<file path="src/rtl/stream_window_kernel.sv">
`default_nettype none
// ============================================================================
// Module   : stream_window_kernel
// Function : Column-fed sliding window with line-aware fill, stride and
//            output backpressure (HOG front end).
// Revision : 1.0
// ============================================================================
module stream_window_kernel #(
    parameter int BLOCK_WIDTH  = 3,
    parameter int BLOCK_HEIGHT = 3,
    parameter int DATA_WIDTH   = 8,
    parameter int STRIDE       = 1,
    parameter int IMG_WIDTH    = 640,
    parameter int COL_WIDTH    = $clog2(IMG_WIDTH),
    parameter int INPUT_WIDTH  = DATA_WIDTH * BLOCK_HEIGHT,
    parameter int OUTPUT_WIDTH = BLOCK_WIDTH * BLOCK_HEIGHT * DATA_WIDTH
) (
    input  logic                    clk,
    input  logic                    rst,
    input  logic [INPUT_WIDTH-1:0]  in_pixels,
    input  logic                    in_valid,
    input  logic                    in_sol,
    output logic                    in_ready,
    output logic [OUTPUT_WIDTH-1:0] out_pixels,
    output logic [COL_WIDTH-1:0]    out_x,
    output logic                    out_valid,
    input  logic                    out_ready
);

    localparam int SW = (STRIDE > 1) ? $clog2(STRIDE) : 1;

    localparam logic [COL_WIDTH-1:0] c_COL_LAST  = COL_WIDTH'(IMG_WIDTH - 1);
    localparam logic [COL_WIDTH-1:0] c_FILL_LAST = COL_WIDTH'(BLOCK_WIDTH - 1);
    localparam logic [SW-1:0]        c_STR_LAST  = SW'(STRIDE - 1);

    logic [DATA_WIDTH-1:0] r_win [BLOCK_HEIGHT][BLOCK_WIDTH];
    logic [COL_WIDTH-1:0]  r_col_cnt;
    logic [SW-1:0]         r_stride_cnt;
    logic [COL_WIDTH-1:0]  r_out_x;
    logic                  r_out_valid;

    logic                  w_accept;
    logic [COL_WIDTH-1:0]  w_e;
    logic                  w_fill;
    logic                  w_emit;
    logic                  w_eol;

    // Window may only advance once the held window has been taken.
    assign in_ready  = ~r_out_valid | out_ready;
    assign w_accept  = in_valid & in_ready;
    assign w_e       = in_sol ? '0 : r_col_cnt;
    assign w_fill    = (w_e < c_FILL_LAST);
    assign w_emit    = ~w_fill & (r_stride_cnt == '0);
    assign w_eol     = (w_e == c_COL_LAST);

    always_ff @(posedge clk or negedge rst) begin
        if (!rst) begin
            for (int r = 0; r < BLOCK_HEIGHT; r++) begin
                for (int c = 0; c < BLOCK_WIDTH; c++) begin
                    r_win[r][c] <= '0;
                end
            end
        end else if (w_accept) begin
            for (int r = 0; r < BLOCK_HEIGHT; r++) begin
                for (int c = 0; c < BLOCK_WIDTH - 1; c++) begin
                    r_win[r][c] <= r_win[r][c+1];
                end
                r_win[r][BLOCK_WIDTH-1] <= in_pixels[r*DATA_WIDTH +: DATA_WIDTH];
            end
        end
    end

    always_ff @(posedge clk or negedge rst) begin
        if (!rst) begin
            r_col_cnt    <= '0;
            r_stride_cnt <= '0;
            r_out_x      <= '0;
            r_out_valid  <= 1'b0;
        end else if (w_accept) begin
            r_col_cnt <= w_eol ? '0 : w_e + COL_WIDTH'(1);
            // A wrapping column closes the line, so stride phase restarts.
            if (w_fill || w_eol) begin
                r_stride_cnt <= '0;
            end else begin
                r_stride_cnt <= (r_stride_cnt == c_STR_LAST) ? '0 : r_stride_cnt + SW'(1);
            end
            r_out_valid <= w_emit;
            if (w_emit) begin
                r_out_x <= w_e - c_FILL_LAST;
            end
        end else if (out_ready) begin
            r_out_valid <= 1'b0;
        end
    end

    for (genvar r = 0; r < BLOCK_HEIGHT; r++) begin : g_row
        for (genvar c = 0; c < BLOCK_WIDTH; c++) begin : g_col
            assign out_pixels[(r*BLOCK_WIDTH + c)*DATA_WIDTH +: DATA_WIDTH] = r_win[r][c];
        end
    end

    assign out_x     = r_out_x;
    assign out_valid = r_out_valid;

endmodule
`default_nettype wire

</file>
<file path="config.mk">
export PLATFORM = sky130hd
export DESIGN_NAME = stream_window_kernel
export DESIGN_NICKNAME = d
export VERILOG_FILES = /design/src/rtl/stream_window_kernel.sv
export SDC_FILE = /design/constraint.sdc
export NUM_CORES = 1
export LEC_CHECK = 0
export CAP_MARGIN = 20
export CORE_MARGIN = 2
export CORE_UTILIZATION = 25
export CTS_CLUSTER_DIAMETER = 100
export DETAILED_ROUTE_END_ITERATION = 10
export GPL_TIMING_DRIVEN = 1
export PLACE_DENSITY_LB_ADDON = 0.15
export SLEW_MARGIN = 20
export SYNTH_ARGS = -nofsm -noshare
export SYNTH_HDL_FRONTEND = slang
export SYNTH_SLANG_ARGS = --single-unit
</file>
<file path="constraint.sdc">
create_clock -name clk -period 3.39 [get_ports clk]
set_clock_uncertainty 0.15 [all_clocks]
set_input_delay 0.339 -clock clk [delete_from_list [all_inputs] [get_ports clk]]
set_output_delay 0.339 -clock clk [all_outputs]
set_load 0.02 [all_outputs]
</file>
---- After elaboration in Yosys (flattened, before gate mapping) ----
Cells that the tools add are included.
word-level totals
  bits in registers ....................... 94
  bits of input ports ..................... 29
  output and inout port bits .............. 84
  logic and storage cells ................. 33
operators by class
  $add $sub $neg .......................... 3
  order comparisons ....................... 1
  equal/unequal tests ..................... 1
  muxes and demuxes ....................... 6
  bitwise logic cells ..................... 6
  reductions and logical operators ........ 3
operators by type and width
  operator                                             number
  two-way mux 10 bit                                   2
  adder 10 x 1 -> 10 bit, second input constant        1
  equality test 10 bit, second input constant          1
  < comparator 10 x 2 -> 1 bit, second input constant  1
  subtractor 10 x 2 -> 10 bit, second input constant   1
  two-way mux 1 bit                                    4
  inverter 1 bit                                       3
  AND 1 bit                                            2
  AND reduction 2 bit                                  1
  nonzero test 2 bit                                   1
  adder 1 bit, second input constant                   1
  logical OR 1 bit                                     1
  OR 1 bit                                             1

---- Depth between registers and ports, before layout ----
Gate-level depths: netlist (run 1).
  depth in word-level cells ............... 5
  mapped depth ............................ 7
  mapped depth without buffers ............ 6

---- Least setup slack after synthesis (run 1) ----
No wires, ideal clock.
  path kind ............................... reg2reg
  from .................................... register r_col_cnt[4]
  to ...................................... register r_out_x[0], in the netlist out_x[0]
  arrival ................................. 2,212 ps
  required time ........................... 3,115 ps
  setup slack ............................. 903 ps
  cell stages (with the launch flop) ...... 5
  path buffers ............................ 0
  period minus slack after synthesis ...... 2,487 ps
  cells stage by stage .................... dfrtp_1 -> or4_4 -> or3_4 -> o41ai_4 -> mux2_2
on the way
  word-level cells in the longest chain between the ends .. 5
ends and longest elaborated chain
  item                                  line  RTL
  from (decl)                           37    logic [COL_WIDTH-1:0] r_col_cnt;
  from (signal assigned)                80    r_col_cnt <= w_eol ? '0 : w_e + COL_WIDTH'(1);
  two-way mux 10 bit                    51    assign w_e = in_sol ? '0 : r_col_cnt;
  < comparator 10 x 2 -> 1 bit          52    assign w_fill = (w_e < c_FILL_LAST);
  inverter 1 bit                        53    assign w_emit = ~w_fill & (r_stride_cnt == '0);
  AND 1 bit                             53
  AND reduction 2 bit (no source line)  n/a
  to (signal assigned)                  89    r_out_x <= w_e - c_FILL_LAST;
  to (decl)                             39    logic [COL_WIDTH-1:0] r_out_x;
Every way passes these cells.
A chain may end at the register's enable or synchronous reset.

---- Final worst setup path (run 1) ----
  from .................................... register r_col_cnt[2]
  to ...................................... register r_out_x[3], in the netlist out_x[3]
on the way
  word-level cells in the longest chain between the ends .. 5
ends and longest elaborated chain
  item                                  line
  two-way mux 10 bit (*)                51
  < comparator 10 x 2 -> 1 bit          52
  inverter 1 bit                        53
  AND 1 bit                             53
  AND reduction 2 bit (no source line)  n/a
Every way passes the cells marked *; elsewhere a longest branch is shown, timed or not.

==> impl_metrics.tcl, run 1 <==
set metrics [dict create \
    path_delay_family "simple AND/OR/NAND/NOR gates" \
    max-slew-margin-rel_pct 51.84 \
    tritoncts "built" \
    grt_pass1_vias 3298 \
    die_w_um 129.1 \
    p_sw_w 0.001254 \
    ys_async_sr_fraction_pct 100.0 \
    cell_internal_pwr_w 0.002523 \
    drc 0 \
    cts_root_buf "clkbuf_16" \
    syn_area_um2 3910 \
    worst_pin_slew_ns 0.7200 \
    hold_class "register to register" \
    r2r_slack_ns 0.69 \
    critical-path-slowest-cell "o41ai_4" \
    post-route-min-period_ns 2.700 \
    reg2reg_depth 4 \
    dr.pass1.iters 5 \
    critPathMaxStageDelay_ns 0.60 \
    stdcell_area_um2 5557 \
    yosys_warnings 0 \
    dp_cells 732 \
    status "finished, final reports clean" \
    cts_htree_levels 3 \
    rr_endpoint "out_x[3]$_DFFE_PN0P_" \
    pwr-share-seq_pct 40.3 \
    via_count 3250 \
    first_iter_violations 197 \
    portBuffers 112 \
    antenna_cells 0 \
    cp_max_fo 11 \
    power_per_cell_area_nw_per_um2 679.8 \
    avgSynthCellArea_um2 9.072 \
    final_antenna_net_count 0 \
    ir_drop_v 0.0003224 \
    start_util_pct 25.63 \
    holdPathStages 2 \
    finalSetupViolations 0 \
    synth_cell_types 44 \
    die_area_um2 16660 \
    path_class "register to register" \
    cts_resized 0 \
    grt-ovfl-total 0 \
    area_delta_synth_final_pct 42.11 \
    drive_gt1_share_pct 6.704 \
    critPathLaunchType "register" \
    synth-main-ff-cell "dfrtp_1" \
    ys_top_cells_by_count "nand2_1 (226), dfrtp_1 (93), clkbuf_1 (21)" \
    comb_power_share_pct 32.5 \
    clk_latency_ns 0.34 \
    final_nets 563 \
    ys_ff_latch 93 \
    finalHoldViolCount 0 \
    syn_nets 461 \
    grt_pass1_wl_um 16970 \
    antenna_found_initial 0 \
    clock_path_buffers 2 \
    hp-start "out_pixels[27]$_DFFE_PN0P_" \
    clock_sinks 93 \
    post-route-period-util_pct 79.65 \
    required_ns 3.47 \
    numCtsBuffers 9 \
    p_clk_share_pct 27.2 \
    switching_share_pct 33.21 \
    ios 113 \
    die_y_um 129.1 \
    cts_setup_buffers 0 \
    wirelength_um 10220 \
    worstPathArrival_ns 2.78 \
    placementRows 45 \
    hpwlAfterDp_um 6671 \
    gp_congestion 0.7858 \
    grt_max_degree 50 \
    layout.cells.non_filler 748 \
    crit_chain "or4_4, or3_4, o41ai_4, mux2_2" \
    synth-edff-count 0 \
    fin_tns_setup_ns 0 \
    rsz0062_at_grt "false" \
    holdPathEnd "out_pixels[27]$_DFFE_PN0P_" \
    r2r-start "r_col_cnt[2]$_DFFE_PN0P_" \
    synth_area_leader_cell "dfrtp_1" \
    ys_seq_area_share_pct 59.52 \
    yosys-top-cells-area "dfrtp_1 (60%), nand2_1 (22%), clkbuf_1 (2.0%)" \
    grt.total_usage_pct 13.04 \
    via_per_inst 4.345 \
    max_freq_mhz 370.4 \
    cap_violations 0 \
    cp-end-kind "register" \
    path_clk_slew_ns 0.06 \
    placed_cell_area_um2 5246 \
    netlist_instances 431 \
    yosysMostFrequentCell "nand2_1" \
    routedWlPerCell_um 13.66 \
    synth_top_area_share_pct 59.52 \
    slew_viol_final 0 \
    p_leak_nw 2.646 \
    crit_buf_inv 0 \
    core_um2 15260 \
]
-- placed cells by master, fill, tap and decap left out, types with 3 or more instances in the layout --
master           instances
inv_1                   10
a21oi_1                  5
mux2_2                   4
nand3_1                  5
o21ai_0                  9
clkbuf_16                9
nor2b_1                  3
clkdlybuf4s50_1        111
nor3_1                   3
nand3b_1                 3
nand4_1                  3
nor2_1                   4
a31oi_1                  3
buf_12                   3
mux2i_1                  5
nand2_1                225
dfrtp_1                 93
-- worst register-to-register path: cells and delay by family (launching register included) --
family / cells / cell delay (ns)
flops: 1 / 0.49
compound gates: 1 / 0.60
simple gates: 2 / 0.93
mux: 1 / 0.41
-- flip-flops by register name (all words and copies together) (netlist names) --
| register | count |
|---|---|
| out_pixels | 72 |
| out_valid | 1 |
| out_x | 10 |
| r_col_cnt | 10 |
-- cell type report --
type / instances / area [um2]
timing repair buffer: 117 / 1196
clock buffer: 11 / 252.7
inverter: 10 / 37.54
clock inverter: 4 / 47.55
sequential: 93 / 2327
tap: 211 / 264.0
fill: 1615 / 9702
multi-input combinational: 302 / 1431
-- logic make-up after synthesis --
group	share of synthesized area [%]
xor+xnor	0.4481
flops	59.52
compound gates	5.024
mux	2.432
fa+ha+maj	0.3199
buf+inv	4.256
simple gates	28.00
-- power by group through the flow --
stage,registers [W],logic (W),clock network [W]
after floorplan,0.00179,0.000347,0
after global placement,0.00154,0.00125,0
after detailed placement,0.00155,0.00124,0
after CTS,0.00153,0.00125,0.00108
after global routing,0.00157,0.00134,0.00112
final,0.00152,0.00123,0.00103
-- what timing repair did --
action,CTS,global route
hold buffers,1,0
hold endpoints to repair,45,0
endpoints found under the setup margin,0,0
-- per-stage QoR --
step | power, W | utilization (%) | setup slack, ns | hold slack [ns]
2_1_floorplan | 0.002134 | - | 0.9034 | -0.1066
3_3_place_gp | 0.002781 | 34.38 | 0.6594 | 0.2563
3_5_place_dp | 0.002791 | 34.38 | 0.6134 | 0.2616
4_1_cts | 0.003857 | 36.42 | 0.6699 | 0.3283
5_1_grt | 0.004025 | 36.42 | 0.5540 | 0.3524
6_report | 0.003778 | 36.42 | 0.6899 | 0.3247
-- worst max-delay path by stage --
stage	startpoint	end	slack (ns)	cells after the start
2_1_floorplan	r_col_cnt[4]$_DFFE_PN0P_	out_x[0]$_DFFE_PN0P_	0.90	4
3_5_place_dp	in_sol	r_col_cnt[7]$_DFFE_PN0P_	0.61	8
6_report	r_col_cnt[2]$_DFFE_PN0P_	out_x[3]$_DFFE_PN0P_	0.69	4
5_1_grt	r_col_cnt[2]$_DFFE_PN0P_	out_x[0]$_DFFE_PN0P_	0.55	4
3_3_place_gp	in_sol	r_col_cnt[7]$_DFFE_PN0P_	0.66	8
4_1_cts	r_col_cnt[2]$_DFFE_PN0P_	out_x[3]$_DFFE_PN0P_	0.67	4
-- layer usage --
layer  wire length, um  part of all wire (%)  GRT usage (%)
met1              4632                    45          16.40
met2              4565                    45          19.83
met3               877                   8.6          6.647
met4               140                   1.4          3.645
met5                 0                     0              0
No activity file was read; power rests on OpenSTA's default activity.
==> inputs of run 2 (changes only) <==
clock period = 2.7 ns   (was 3.39 ns; I/O delays follow)
==> impl_metrics.tcl, run 2 (synthesis results as in run 1) <==
set metrics [dict create \
    reg2reg_depth 4 \
    gp_congestion 0.8046 \
    start_util_pct 25.63 \
    path_delay_family "simple AND/OR/NAND/NOR gates" \
    grt_max_degree 53 \
    cts_htree_levels 3 \
    critPathMaxStageDelay_ns 0.60 \
    placed_cell_area_um2 5344 \
    hold_class "input pin to register" \
    hp-start "in_pixels[16]" \
    clock_sinks 93 \
    wirelength_um 10170 \
    holdPathEnd "out_pixels[64]$_DFFE_PN0P_" \
    crit_buf_inv 0 \
    placementRows 45 \
    dr.pass1.iters 4 \
    area_delta_synth_final_pct 45.22 \
    numCtsBuffers 9 \
    max_freq_mhz 403.1 \
    path_class "register to register" \
    cts_resized 0 \
    post-route-min-period_ns 2.481 \
    rsz0062_at_grt "false" \
    p_leak_nw 2.720 \
    final_nets 576 \
    pwr-share-seq_pct 38.8 \
    grt_pass1_wl_um 16920 \
    grt_pass1_vias 3301 \
    switching_share_pct 33.19 \
    path_clk_slew_ns 0.07 \
    die_y_um 129.1 \
    die_w_um 129.1 \
    post-route-period-util_pct 91.89 \
    p_sw_w 0.001618 \
    cap_violations 0 \
    worstPathArrival_ns 2.57 \
    status "finished, final reports clean" \
    comb_power_share_pct 32.8 \
    drive_gt1_share_pct 9.074 \
    die_area_um2 16660 \
    holdPathStages 3 \
    rr_endpoint "out_x[3]$_DFFE_PN0P_" \
    r2r_slack_ns 0.22 \
    cts_root_buf "clkbuf_16" \
    hpwlAfterDp_um 6906 \
    power_per_cell_area_nw_per_um2 858.9 \
    max-slew-margin-rel_pct 62.23 \
    via_per_inst 4.248 \
    num-fill-cells 1578 \
    p_clk_share_pct 28.4 \
    cp-end-kind "register" \
    largest_reg_flops 72 \
    tritoncts "built" \
    crit_chain "or4_4, or3_4, o41ai_4, mux2_2" \
    antenna_found_initial 0 \
    finalSetupViolations 0 \
    cts_setup_buffers 0 \
    required_ns 2.79 \
    slew_viol_final 0 \
    clock_path_buffers 2 \
    finalHoldViolCount 0 \
    fin_tns_setup_ns 0 \
    core_um2 15260 \
    ir_drop_v 0.0003112 \
    antenna_cells 0 \
    drc 0 \
    stdcell_area_um2 5678 \
    clk_latency_ns 0.35 \
    portBuffers 112 \
    critical-path-slowest-cell "or4_4" \
    layout_common_cells "nand2_1 (225), clkdlybuf4s50_1 (111), dfrtp_1 (93)" \
    final_antenna_net_count 0 \
    worst_pin_slew_ns 0.5666 \
    r2r-start "r_col_cnt[4]$_DFFE_PN0P_" \
    critPathLaunchType "register" \
    final_common_cell "nand2_1" \
    cp_max_fo 7 \
    first_iter_violations 167 \
    grt.total_usage_pct 12.86 \
    via_count 3237 \
    routedWlPerCell_um 13.34 \
    ios 113 \
    grt-ovfl-total 0 \
    cell_internal_pwr_w 0.003258 \
]
==> run 2: repair_timing <==
action                                  in CTS  in global routing
endpoints found under the hold margin       41                  0
hold buffers                                 1                  0
endpoints found under the setup margin       0                  0
==> run 2: cell type report <==
| class | instances | area (um2) | share of cell area [%] |
|---|---|---|---|
| clock buffers | 9 | 225.2 | 3.967 |
| clock inverters | 7 | 98.84 | 1.741 |
| inverters | 10 | 37.54 | 0.6611 |
| multi-input cells | 302 | 1431 | 25.21 |
| flip-flops and latches | 93 | 2327 | 40.99 |
| well taps | 211 | 264.0 | 4.650 |
| repair buffers | 130 | 1294 | 22.79 |
==> run 2: worst min-delay path: stages <==
cell and delay, ns:
clkdlybuf4s50_1 0.40, nand2_1 0.05, nand2_1 0.04
==> run 2: power by group through the flow <==
stage | logic [W] | clock network (W) | registers, W
5_1_grt | 0.00174 | 0.00148 | 0.00194
6_report | 0.00160 | 0.00138 | 0.00189
3_3_place_gp | 0.00162 | 0 | 0.00191
2_1_floorplan | 0.000436 | 0 | 0.00224
4_1_cts | 0.00163 | 0.00143 | 0.00190
3_5_place_dp | 0.00162 | 0 | 0.00192
==> run 2: stage by stage <==
stage               util, %  total power [W]  worst slack [ns]  hold slack [ns]  std cells
detailed placement    35.02         0.003548            0.1751           0.1608        745
CTS                   37.21         0.004962            0.2016           0.2798        762
finish                37.21         0.004877            0.2190           0.2941        762
global route          37.21         0.005165           0.07804           0.2965        762
floorplan                 -         0.002679            0.2134          -0.1756        431
global placement      35.02         0.003534            0.1575           0.1620        745
==> run 2: how the worst max path moves through the flow <==
stage	from	endpoint	slack, ns	cells past startpoint
2_1_floorplan	r_col_cnt[4]$_DFFE_PN0P_	out_x[0]$_DFFE_PN0P_	0.21	4
3_3_place_gp	in_sol	r_col_cnt[7]$_DFFE_PN0P_	0.16	7
3_5_place_dp	in_sol	r_col_cnt[7]$_DFFE_PN0P_	0.18	7
4_1_cts	r_col_cnt[4]$_DFFE_PN0P_	out_x[3]$_DFFE_PN0P_	0.20	4
5_1_grt	r_col_cnt[4]$_DFFE_PN0P_	out_x[5]$_DFFE_PN0P_	0.08	5
6_report	r_col_cnt[4]$_DFFE_PN0P_	out_x[3]$_DFFE_PN0P_	0.22	4
==> run 2: routing by layer <==
layer | track usage, % | up-vias | wire length, um
met5 | 0 | - | 0
met4 | 5.371 | 0 | 188
met3 | 4.707 | 12 | 778
met2 | 18.95 | 85 | 4483
met1 | 17.13 | 1532 | 4715
li1 | - | 1608 | -
==> inputs of run 3 (changes only) <==
SKIP_CTS_REPAIR_TIMING = 1   (was not set)
SKIP_LAST_GASP = 1   (was not set)
clock period = 2.36 ns   (was 2.7 ns; I/O delays follow)
==> impl_metrics.tcl, run 3 (synthesis results as in run 1) <==
set metrics [dict create \
    critPathMaxStageDelay_ns 0.53 \
    cap_violations 0 \
    path_class "register to register" \
    setup_ws_ns 0.04098 \
    portBuffers 112 \
    r2r_slack_ns 0.04 \
    dr.pass1.iters 4 \
    ios 113 \
    max_freq_mhz 431.2 \
    crit_chain "or4_4, or3_4, o41ai_4, buf_4, mux2_2" \
    grt_pass1_wl_um 16710 \
    path_delay_family "simple AND/OR/NAND/NOR gates" \
    die_y_um 129.1 \
    rsz0062_at_grt "true" \
    clock_path_buffers 2 \
    final_antenna_net_count 0 \
    largest_reg_flops 72 \
    slew_viol_final 0 \
    critical-path-slowest-cell "or4_4" \
    crit_buf_inv 1 \
    hp-start "in_pixels[15]" \
    layout_common_cells "nand2_1 (225), clkdlybuf4s50_1 (111), dfrtp_1 (93)" \
    post-route-min-period_ns 2.319 \
    path_clk_slew_ns 0.07 \
    finalHoldViolCount 0 \
    first_iter_violations 158 \
    cp-startpoint "r_col_cnt[4]$_DFFE_PN0P_" \
    worst_pin_slew_ns 0.4981 \
    core_um2 15260 \
    required_ns 2.44 \
    grt.total_usage_pct 12.83 \
    numCtsBuffers 9 \
    routedWlPerCell_um 13.23 \
    gp_congestion 0.8372 \
    clock_sinks 93 \
    hold_class "input pin to register" \
    finalSetupViolations 0 \
    r2r-start "r_col_cnt[4]$_DFFE_PN0P_" \
    via_count 3312 \
    final_nets 586 \
    die_w_um 129.1 \
    switching_share_pct 32.62 \
    p_leak_nw 2.766 \
    clk_latency_ns 0.34 \
    p_sw_w 0.001825 \
    antenna_found_initial 0 \
    tritoncts "built" \
    max-slew-margin-rel_pct 66.79 \
    via_per_inst 4.290 \
    die_area_um2 16660 \
    utilization_pct 37.63 \
    dp_slack_ns -0.09860 \
    critPathLaunchType "register" \
    p_clk_share_pct 28.2 \
    power_per_cell_area_nw_per_um2 974.3 \
    ir_drop_v 0.0004674 \
    cp-end-kind "register" \
    fin_tns_setup_ns 0 \
    placementRows 45 \
    drive_gt1_share_pct 10.70 \
    worstPathArrival_ns 2.40 \
    drc 0 \
    pwr-share-seq_pct 38.6 \
    comb_power_share_pct 33.2 \
    post-route-period-util_pct 98.26 \
    start_util_pct 25.63 \
    wirelength_um 10220 \
    status "finished, final reports clean" \
    grt-ovfl-total 0 \
    cts_htree_levels 3 \
    final_common_cell "nand2_1" \
    grt_pass1_vias 3320 \
    cp_max_fo 4 \
    cts_root_buf "clkbuf_16" \
    grt_max_degree 61 \
    area_delta_synth_final_pct 46.85 \
    cell_internal_pwr_w 0.003769 \
    hpwlAfterDp_um 6927 \
    hold_slack_ns 0.2664 \
    antenna_cells 0 \
]
## run 3: cell count changes in the layout (fill, tap and decap cells not counted), sizes merged
| cell | delta |
|---|---|
| buf | +10 |
| clkbuf | +1 |
| inv | -1 |
## run 3: final cells by class
type                       count  area, um2
sequential                    93       2327
clock buffer                  10      239.0
timing repair buffer         140       1356
inverter                      10      37.54
multi-input combinational    302       1431
tap                          211      264.0
clock inverter                 6      86.33
fill                        1588       9517
## run 3: routing by layer
layer / up-vias / share of wire (%) / wire length, um / global-route usage [%]
met3: 8 / 9.4 / 965 / 6.524
met4: 0 / 1.2 / 125 / 3.453
met2: 99 / 45 / 4634 / 19.89
met1: 1584 / 44 / 4492 / 15.88
met5: - / 0 / 0 / 0
li1: 1621 / - / - / -
## run 3: worst min-delay path, cell delays in order
cell and delay (ns):
clkdlybuf4s50_1 0.40, nand2_1 0.05, nand2_1 0.04
## run 3: worst paths after layout
check | end | cells after the start
max | out_x[0]$_DFFE_PN0P_ | 5
min | out_pixels[47]$_DFFE_PN0P_ | 3
max reg2reg | out_x[0]$_DFFE_PN0P_ | 5
min reg2reg | out_pixels[4]$_DFFE_PN0P_ | 2
max in group asynchronous | out_pixels[15]$_DFFE_PN0P_ | 3
min in group asynchronous | out_pixels[54]$_DFFE_PN0P_ | 2
## run 3: power by group through the flow
stage          Clock, W  Sequential, W  Combinational [W]
2_1_floorplan         0        0.00257           0.000499
3_3_place_gp          0        0.00218            0.00187
3_5_place_dp          0        0.00219            0.00187
4_1_cts         0.00164        0.00217            0.00188
5_1_grt         0.00170        0.00221            0.00202
6_report        0.00158        0.00216            0.00186
## run 3: metrics by stage
stage	instance area (um2)	cells	total power, W
2_1_floorplan	3910	431	0.003065
3_3_place_gp	5391	753	0.004056
3_5_place_dp	5391	753	0.004067
4_1_cts	5717	769	0.005688
5_1_grt	5742	772	0.005938
6_report	5742	772	0.005594
